`config.mk`:
```
export PLATFORM = sky130hd
export DESIGN_NAME = load_store_unit
export DESIGN_NICKNAME = d
export VERILOG_FILES = /design/src/rtl/load_store_unit_pkg.sv /design/src/rtl/lsu_byte_lane.sv /design/src/rtl/load_store_unit.sv
export SDC_FILE = /design/constraint.sdc
export NUM_CORES = 1
export LEC_CHECK = 0
export ABC_AREA = 1
export BUFFER_PORTS_ARGS = -buffer_cell sky130_fd_sc_hd__buf_2
export CAP_MARGIN = 20
export CORE_MARGIN = 8
export CORE_UTILIZATION = 54
export CTS_BUF_LIST = sky130_fd_sc_hd__clkbuf_8
export DETAILED_ROUTE_END_ITERATION = 16
export HOLD_SLACK_MARGIN = 0.05
export PLACE_DENSITY = 0.88
export SYNTH_ARGS = -nofsm -noshare
export SYNTH_HDL_FRONTEND = slang
export SYNTH_SLANG_ARGS = --single-unit
```
`constraint.sdc`:
```
create_clock -name clk -period 5 [get_ports clk]
set_input_delay 0 -clock clk [delete_from_list [all_inputs] [get_ports clk]]
set_output_delay 0 -clock clk [all_outputs]
set_load 0.01 [all_outputs]
```
`src/rtl/load_store_unit_pkg.sv`:
```
// Shared definitions for the load/store unit: opcodes, access sizes, FSM states.
package load_store_unit_pkg;

  localparam logic [6:0] OPC_LOAD  = 7'b0000011;
  localparam logic [6:0] OPC_STORE = 7'b0100011;

  localparam int unsigned TIMEOUT_DEFAULT = 255;

  typedef enum logic [2:0] {
    F3_B  = 3'b000,
    F3_H  = 3'b001,
    F3_W  = 3'b010,
    F3_BU = 3'b100,
    F3_HU = 3'b101
  } funct3_e;

  typedef enum logic [1:0] {
    ST_IDLE,
    ST_READ,
    ST_WRITE,
    ST_DONE
  } lsu_state_e;

  // Legal size code and natural alignment for that size.
  function automatic logic access_ok(input logic [2:0] funct3, input logic [1:0] addr_lo);
    case (funct3_e'(funct3))
      F3_B, F3_BU: access_ok = 1'b1;
      F3_H, F3_HU: access_ok = ~addr_lo[0];
      F3_W:        access_ok = (addr_lo == 2'b00);
      default:     access_ok = 1'b0;
    endcase
  endfunction

endpackage

```
`src/rtl/lsu_byte_lane.sv`:
```
// Byte-lane steering: store enables/replication and load extraction/extension.
module lsu_byte_lane
  import load_store_unit_pkg::*;
(
  input  logic [1:0]  addr_lo,
  input  logic [2:0]  funct3,
  input  logic [31:0] store_data,
  input  logic [31:0] rdata,
  output logic [3:0]  sel,
  output logic [31:0] wdata,
  output logic [31:0] load_result
);

  logic [7:0]  lane_byte;
  logic [15:0] lane_half;

  // Store side: lane enables and replicated write data by access size.
  always_comb begin
    sel   = '0;
    wdata = '0;
    case (funct3[1:0])
      2'b00: begin
        sel   = 4'b0001 << addr_lo;
        wdata = {4{store_data[7:0]}};
      end
      2'b01: begin
        sel   = addr_lo[1] ? 4'b1100 : 4'b0011;
        wdata = {2{store_data[15:0]}};
      end
      default: begin
        sel   = '1;
        wdata = store_data;
      end
    endcase
  end

  // Load side: pick the addressed byte/half and sign- or zero-extend it.
  always_comb begin
    lane_byte   = '0;
    lane_half   = '0;
    load_result = '0;
    case (addr_lo)
      2'd0:    lane_byte = rdata[7:0];
      2'd1:    lane_byte = rdata[15:8];
      2'd2:    lane_byte = rdata[23:16];
      default: lane_byte = rdata[31:24];
    endcase
    lane_half = addr_lo[1] ? rdata[31:16] : rdata[15:0];
    case (funct3_e'(funct3))
      F3_B:    load_result = {{24{lane_byte[7]}}, lane_byte};
      F3_BU:   load_result = {24'b0, lane_byte};
      F3_H:    load_result = {{16{lane_half[15]}}, lane_half};
      F3_HU:   load_result = {16'b0, lane_half};
      default: load_result = rdata;
    endcase
  end

endmodule

```
`src/rtl/load_store_unit.sv`:
```
// Load/store unit: accepts one memory instruction at a time, runs a single
// bus access with timeout, and returns extended load data.
module load_store_unit
  import load_store_unit_pkg::*;
#(
  parameter int unsigned TIMEOUT = TIMEOUT_DEFAULT
) (
  input  logic        clk,
  input  logic        nrst,
  input  logic        start,
  input  logic [6:0]  opcode,
  input  logic [2:0]  funct3,
  input  logic [31:0] read_address,
  input  logic [31:0] write_address,
  input  logic [31:0] store_data,
  input  logic [31:0] bus_rdata,
  input  logic        bus_ack,
  output logic [31:0] bus_addr,
  output logic [31:0] bus_wdata,
  output logic        bus_ren,
  output logic        bus_wen,
  output logic [3:0]  bus_sel,
  output logic [31:0] load_data,
  output logic        load_valid,
  output logic        stall,
  output logic        fault
);

  localparam int unsigned   CW      = (TIMEOUT < 1) ? 1 : $clog2(TIMEOUT + 1);
  localparam logic [CW-1:0] CNT_MAX = CW'(TIMEOUT);

  lsu_state_e    state, state_next;
  logic [CW-1:0] cnt, cnt_next;
  logic [31:0]   addr_q, data_q;
  logic [2:0]    funct3_q;
  logic          capture, ld_capture, fault_next;
  logic          is_load_op, is_store_op, mem_op;
  logic [31:0]   req_addr;
  logic [3:0]    lane_sel;
  logic [31:0]   lane_wdata, lane_load;

  assign is_load_op  = (opcode == OPC_LOAD);
  assign is_store_op = (opcode == OPC_STORE);
  assign mem_op      = start & (is_load_op | is_store_op);
  assign req_addr    = is_store_op ? write_address : read_address;

  lsu_byte_lane u_lane (
    .addr_lo     (addr_q[1:0]),
    .funct3      (funct3_q),
    .store_data  (data_q),
    .rdata       (bus_rdata),
    .sel         (lane_sel),
    .wdata       (lane_wdata),
    .load_result (lane_load)
  );

  // FSM state and timeout counter.
  always_ff @(posedge clk or negedge nrst) begin
    if (!nrst) begin
      state <= ST_IDLE;
      cnt   <= '0;
    end else begin
      state <= state_next;
      cnt   <= cnt_next;
    end
  end

  // Captured instruction fields, registered load result and fault pulse.
  always_ff @(posedge clk or negedge nrst) begin
    if (!nrst) begin
      addr_q    <= '0;
      data_q    <= '0;
      funct3_q  <= '0;
      load_data <= '0;
      fault     <= 1'b0;
    end else begin
      fault <= fault_next;
      if (capture) begin
        addr_q   <= req_addr;
        funct3_q <= funct3;
        data_q   <= store_data;
      end
      if (ld_capture) begin
        load_data <= lane_load;
      end
    end
  end

  // Next state, timeout handling and bus/pipeline outputs.
  // bus_ack is tested before the timeout compare so an ack on the last
  // allowed cycle still completes the access.
  always_comb begin
    state_next = state;
    cnt_next   = cnt;
    capture    = 1'b0;
    ld_capture = 1'b0;
    fault_next = 1'b0;
    bus_addr   = '0;
    bus_wdata  = '0;
    bus_ren    = 1'b0;
    bus_wen    = 1'b0;
    bus_sel    = '0;
    stall      = 1'b0;
    load_valid = 1'b0;
    unique case (state)
      ST_IDLE: begin
        cnt_next = '0;
        stall    = mem_op;
        if (mem_op) begin
          if (access_ok(funct3, req_addr[1:0])) begin
            capture    = 1'b1;
            state_next = is_load_op ? ST_READ : ST_WRITE;
          end else begin
            fault_next = 1'b1;
          end
        end
      end
      ST_READ, ST_WRITE: begin
        stall    = 1'b1;
        bus_addr = {addr_q[31:2], 2'b00};
        if (state == ST_READ) begin
          bus_ren = 1'b1;
          bus_sel = '1;
        end else begin
          bus_wen   = 1'b1;
          bus_sel   = lane_sel;
          bus_wdata = lane_wdata;
        end
        if (bus_ack) begin
          ld_capture = (state == ST_READ);
          state_next = (state == ST_READ) ? ST_DONE : ST_IDLE;
        end else if (cnt == CNT_MAX) begin
          fault_next = 1'b1;
          state_next = ST_IDLE;
        end else begin
          cnt_next = cnt + 1'b1;
        end
      end
      ST_DONE: begin
        load_valid = 1'b1;
        state_next = ST_IDLE;
      end
      default: state_next = ST_IDLE;
    endcase
  end

endmodule
```
==> summary.txt <==
Status: complete, no violations
Final hold viol count: 0
Max Clock Freq: 0.2925 GHz
I/O pin count: 247
TritonCTS Buffers: 9
Unique masters post-synth: 37
DPL Wire Length: 14130 um
Pwr Density: 287.0 mW/mm^2
DRC violations left: 0
Die area: 0.01492 mm^2
1st-iter DRT viols: 661
Worst R2R Path Depth: 6
Synth top area cells: dfrtp_1 45%, nand2_1 11%, inv_1 7.6%
Setup crit end: bus_wdata[17]
Setup Viol. Count Final: 0
Critical Path AT: 3.42 ns
Peak VDD IR: 0.1909 mV
Mapped Area: 0.006085 mm^2
Slew @ Worst Pin: 0.9810 ns
Max_slew headroom: 34.37%
Drt pass-1 iters: 8
Port Buf Inserts: 244
H-tree depth: 3
R2r endpoint: load_data[5]$_DFFE_PN0P_
CTS resizes: 0
Fraction of layout cells with a size suffix above 1: 26.53%
Clock Latency Late Sink: 0.37 ns
CP startpoint: state[0]$_DFFE_PN0P_
Root buffer cell: clkbuf_8
R2r setup slk: 1.73 ns
WP data required: 5.00 ns
Area leader, netlist: dfrtp_1
Top fanout value on the critical path: 36
Pin count of the biggest net entering global routing: 66
Final wirelength: 22670 um
Total negative slack: 0 ns
Reg2reg start: funct3_q[1]$_DFFE_PN0P_
LEAKAGE: 5.197 nW
Starting density of the core: 55.64%
DR vias: 6806
Seq/Total Area, Yosys: 45.24%
Final slew viol count: 0
Post-route ant nets: 0
Crit path kind: reg -> out
Syn Inst Count: 780
Yosys top cell area share: 45.24%
RSZ-0062 raised after global routing: false
Remaining Overflow, GRT: 0
Via/cell ratio: 5.346
Most common cell after layout, fill and taps aside: buf_2
Mean Syn Cell Area: 7.801 um^2
Clock slew at reported path FFs: 0.12 ns
Final RePlAce weighted congestion: 0.8764
Setup Slack @ Placement: 2.077 ns
Chip Height: 122.2 um
Initial antenna violation count: 2
CTS tree: yes
Core Rows: 38
Tcrit/Tclk final: 68.37%
PnR worst setup slack: 1.582 ns
Nets: 1274
Clock Tree Buf Depth: 2
Startpoint class of the critical path: register
Total Routing Usage GR: 30.07%
First-pass GRT wire length: 35540 um
Clk sink count: 110
Die X: 122.2 um
Worst min path class: in -> reg
Most frequent cells in the layout: 243 x buf_2, 174 x nand2_1, 125 x inv_1
Worst setup EP type: output port
Vias in the first global route: 6938
Yosys warns: 0
Slowest stage cell, crit path: nor2_1
Layout Skew: 0.01779 ns
Max-cap violations: 0
Crit-path cells: inv_1 -> ha_1 -> buf_4 -> inv_2 -> nor2_1 -> clkinv_1 -> a211oi_1 -> buf_2
#FFs+latches synth: 110
Crit-path max cell delay: 0.66 ns
Core Region: 0.01094 mm^2
Area grow syn2layout: 43.14%
Fin crit period: 3.418 ns
Routed wire length per instance: 17.81 um
[worst min-delay path by stage]
stage | start | to | slack [ns] | cells past startpoint
2_1_floorplan | nrst | addr_q[0]$_DFFE_PN0P_ | -0.30 | 0
3_3_place_gp | nrst | data_q[17]$_DFFE_PN0P_ | 0.04 | 1
5_1_grt | bus_rdata[8] | load_data[8]$_DFFE_PN0P_ | 0.08 | 5
3_5_place_dp | nrst | data_q[17]$_DFFE_PN0P_ | 0.04 | 1
6_report | bus_rdata[9] | load_data[9]$_DFFE_PN0P_ | 0.08 | 5
4_1_cts | bus_rdata[9] | load_data[9]$_DFFE_PN0P_ | 0.05 | 5
[power by group]
part | switching, W | total [W] | internal [W] | leakage [nW]
clock | 0.000319 | 0.000504 | 0.000185 | 0.0963
combinational | 0.000545 | 0.000913 | 0.000368 | 3.59
sequential | 0.0000817 | 0.00108 | 0.00100 | 1.51
[layout make-up]
| type | count | area, um^2 |
|---|---|---|
| Clock inverter | 7 | 51.30 |
| Tap cell | 140 | 175.2 |
| Timing Repair Buffer | 373 | 2502 |
| Multi-Input combinational cell | 492 | 2561 |
| Clock buffer | 9 | 123.9 |
| Inverter | 140 | 538.0 |
| Fill cell | 664 | 2226 |
| Sequential cell | 110 | 2753 |
| Antenna cell | 2 | 5.005 |
[per-stage QoR]
step | hold WS [ns] | total power [W] | util [%] | cells | cell area (um^2)
6_report | 0.07818 | 0.002500 | 79.65 | 1273 | 8710
5_1_grt | 0.07976 | 0.002633 | 79.65 | 1273 | 8710
4_1_cts | 0.05452 | 0.002467 | 79.60 | 1271 | 8705
3_5_place_dp | 0.03791 | 0.001888 | 66.65 | 1131 | 7288
3_3_place_gp | 0.03989 | 0.001859 | 66.65 | 1131 | 7288
2_1_floorplan | -0.2956 | 0.001570 | - | 781 | 6088
[cells in the mapped netlist, drive strengths merged]
library cell  count
a211oi            2
a21oi            21
a31oi            10
and2              1
buf              25
clkbuf           14
clkinv            2
conb              1
dfrtp           110
ha                6
inv             138
mux2i            30
nand2           178
nand3            11
nand3b            2
nand4             4
nor2             71
nor3              4
o211ai            1
o21ai           107
o221ai            4
o22ai            34
o31ai             1
or3               1
xor2              2
[worst max-delay path: cells and delay by family, from the launching register on]
kind,cells,cell delay [ns]
flip-flops,1,0.42
AO/OA/AOI/OAI,1,0.31
adder cells (fa/ha/maj),1,0.30
buffers and inverters,5,1.36
AND/OR/NAND/NOR,1,0.66
[state kept, by name, summed over array words and instances (netlist names)]
| register | count |
|---|---|
| addr_q | 32 |
| cnt | 8 |
| data_q | 32 |
| fault | 1 |
| funct3_q | 3 |
| load_data | 32 |
| state | 2 |
[per-layer routing]
| layer | vias up | GRT usage, % | share of wire (%) |
|---|---|---|---|
| met5 | - | 0 | 0 |
| met4 | 0 | 14.24 | 3.6 |
| met3 | 67 | 8.515 | 11 |
| met2 | 423 | 51.21 | 48 |
| met1 | 3133 | 34.30 | 37 |
| li1 | 3183 | - | - |
[logic make-up (layout without fill, tap and decap cells)]
family	Yosys count	in the layout	synth area share, %
compound gates	180	180	17.52
xor+xnor	2	2	0.2879
fa+ha+maj	6	6	1.234
buf+inv	179	529	12.73
flops	110	110	45.24
mux	30	30	4.935
other cells	1	4	0.06163
simple gates	272	272	17.99
[repair_timing]
item                      CTS  global route
hold endpoints to repair  130             0
hold buffers              124             0
buffers inserted            0             0
(Power assumes the default switching activity.)
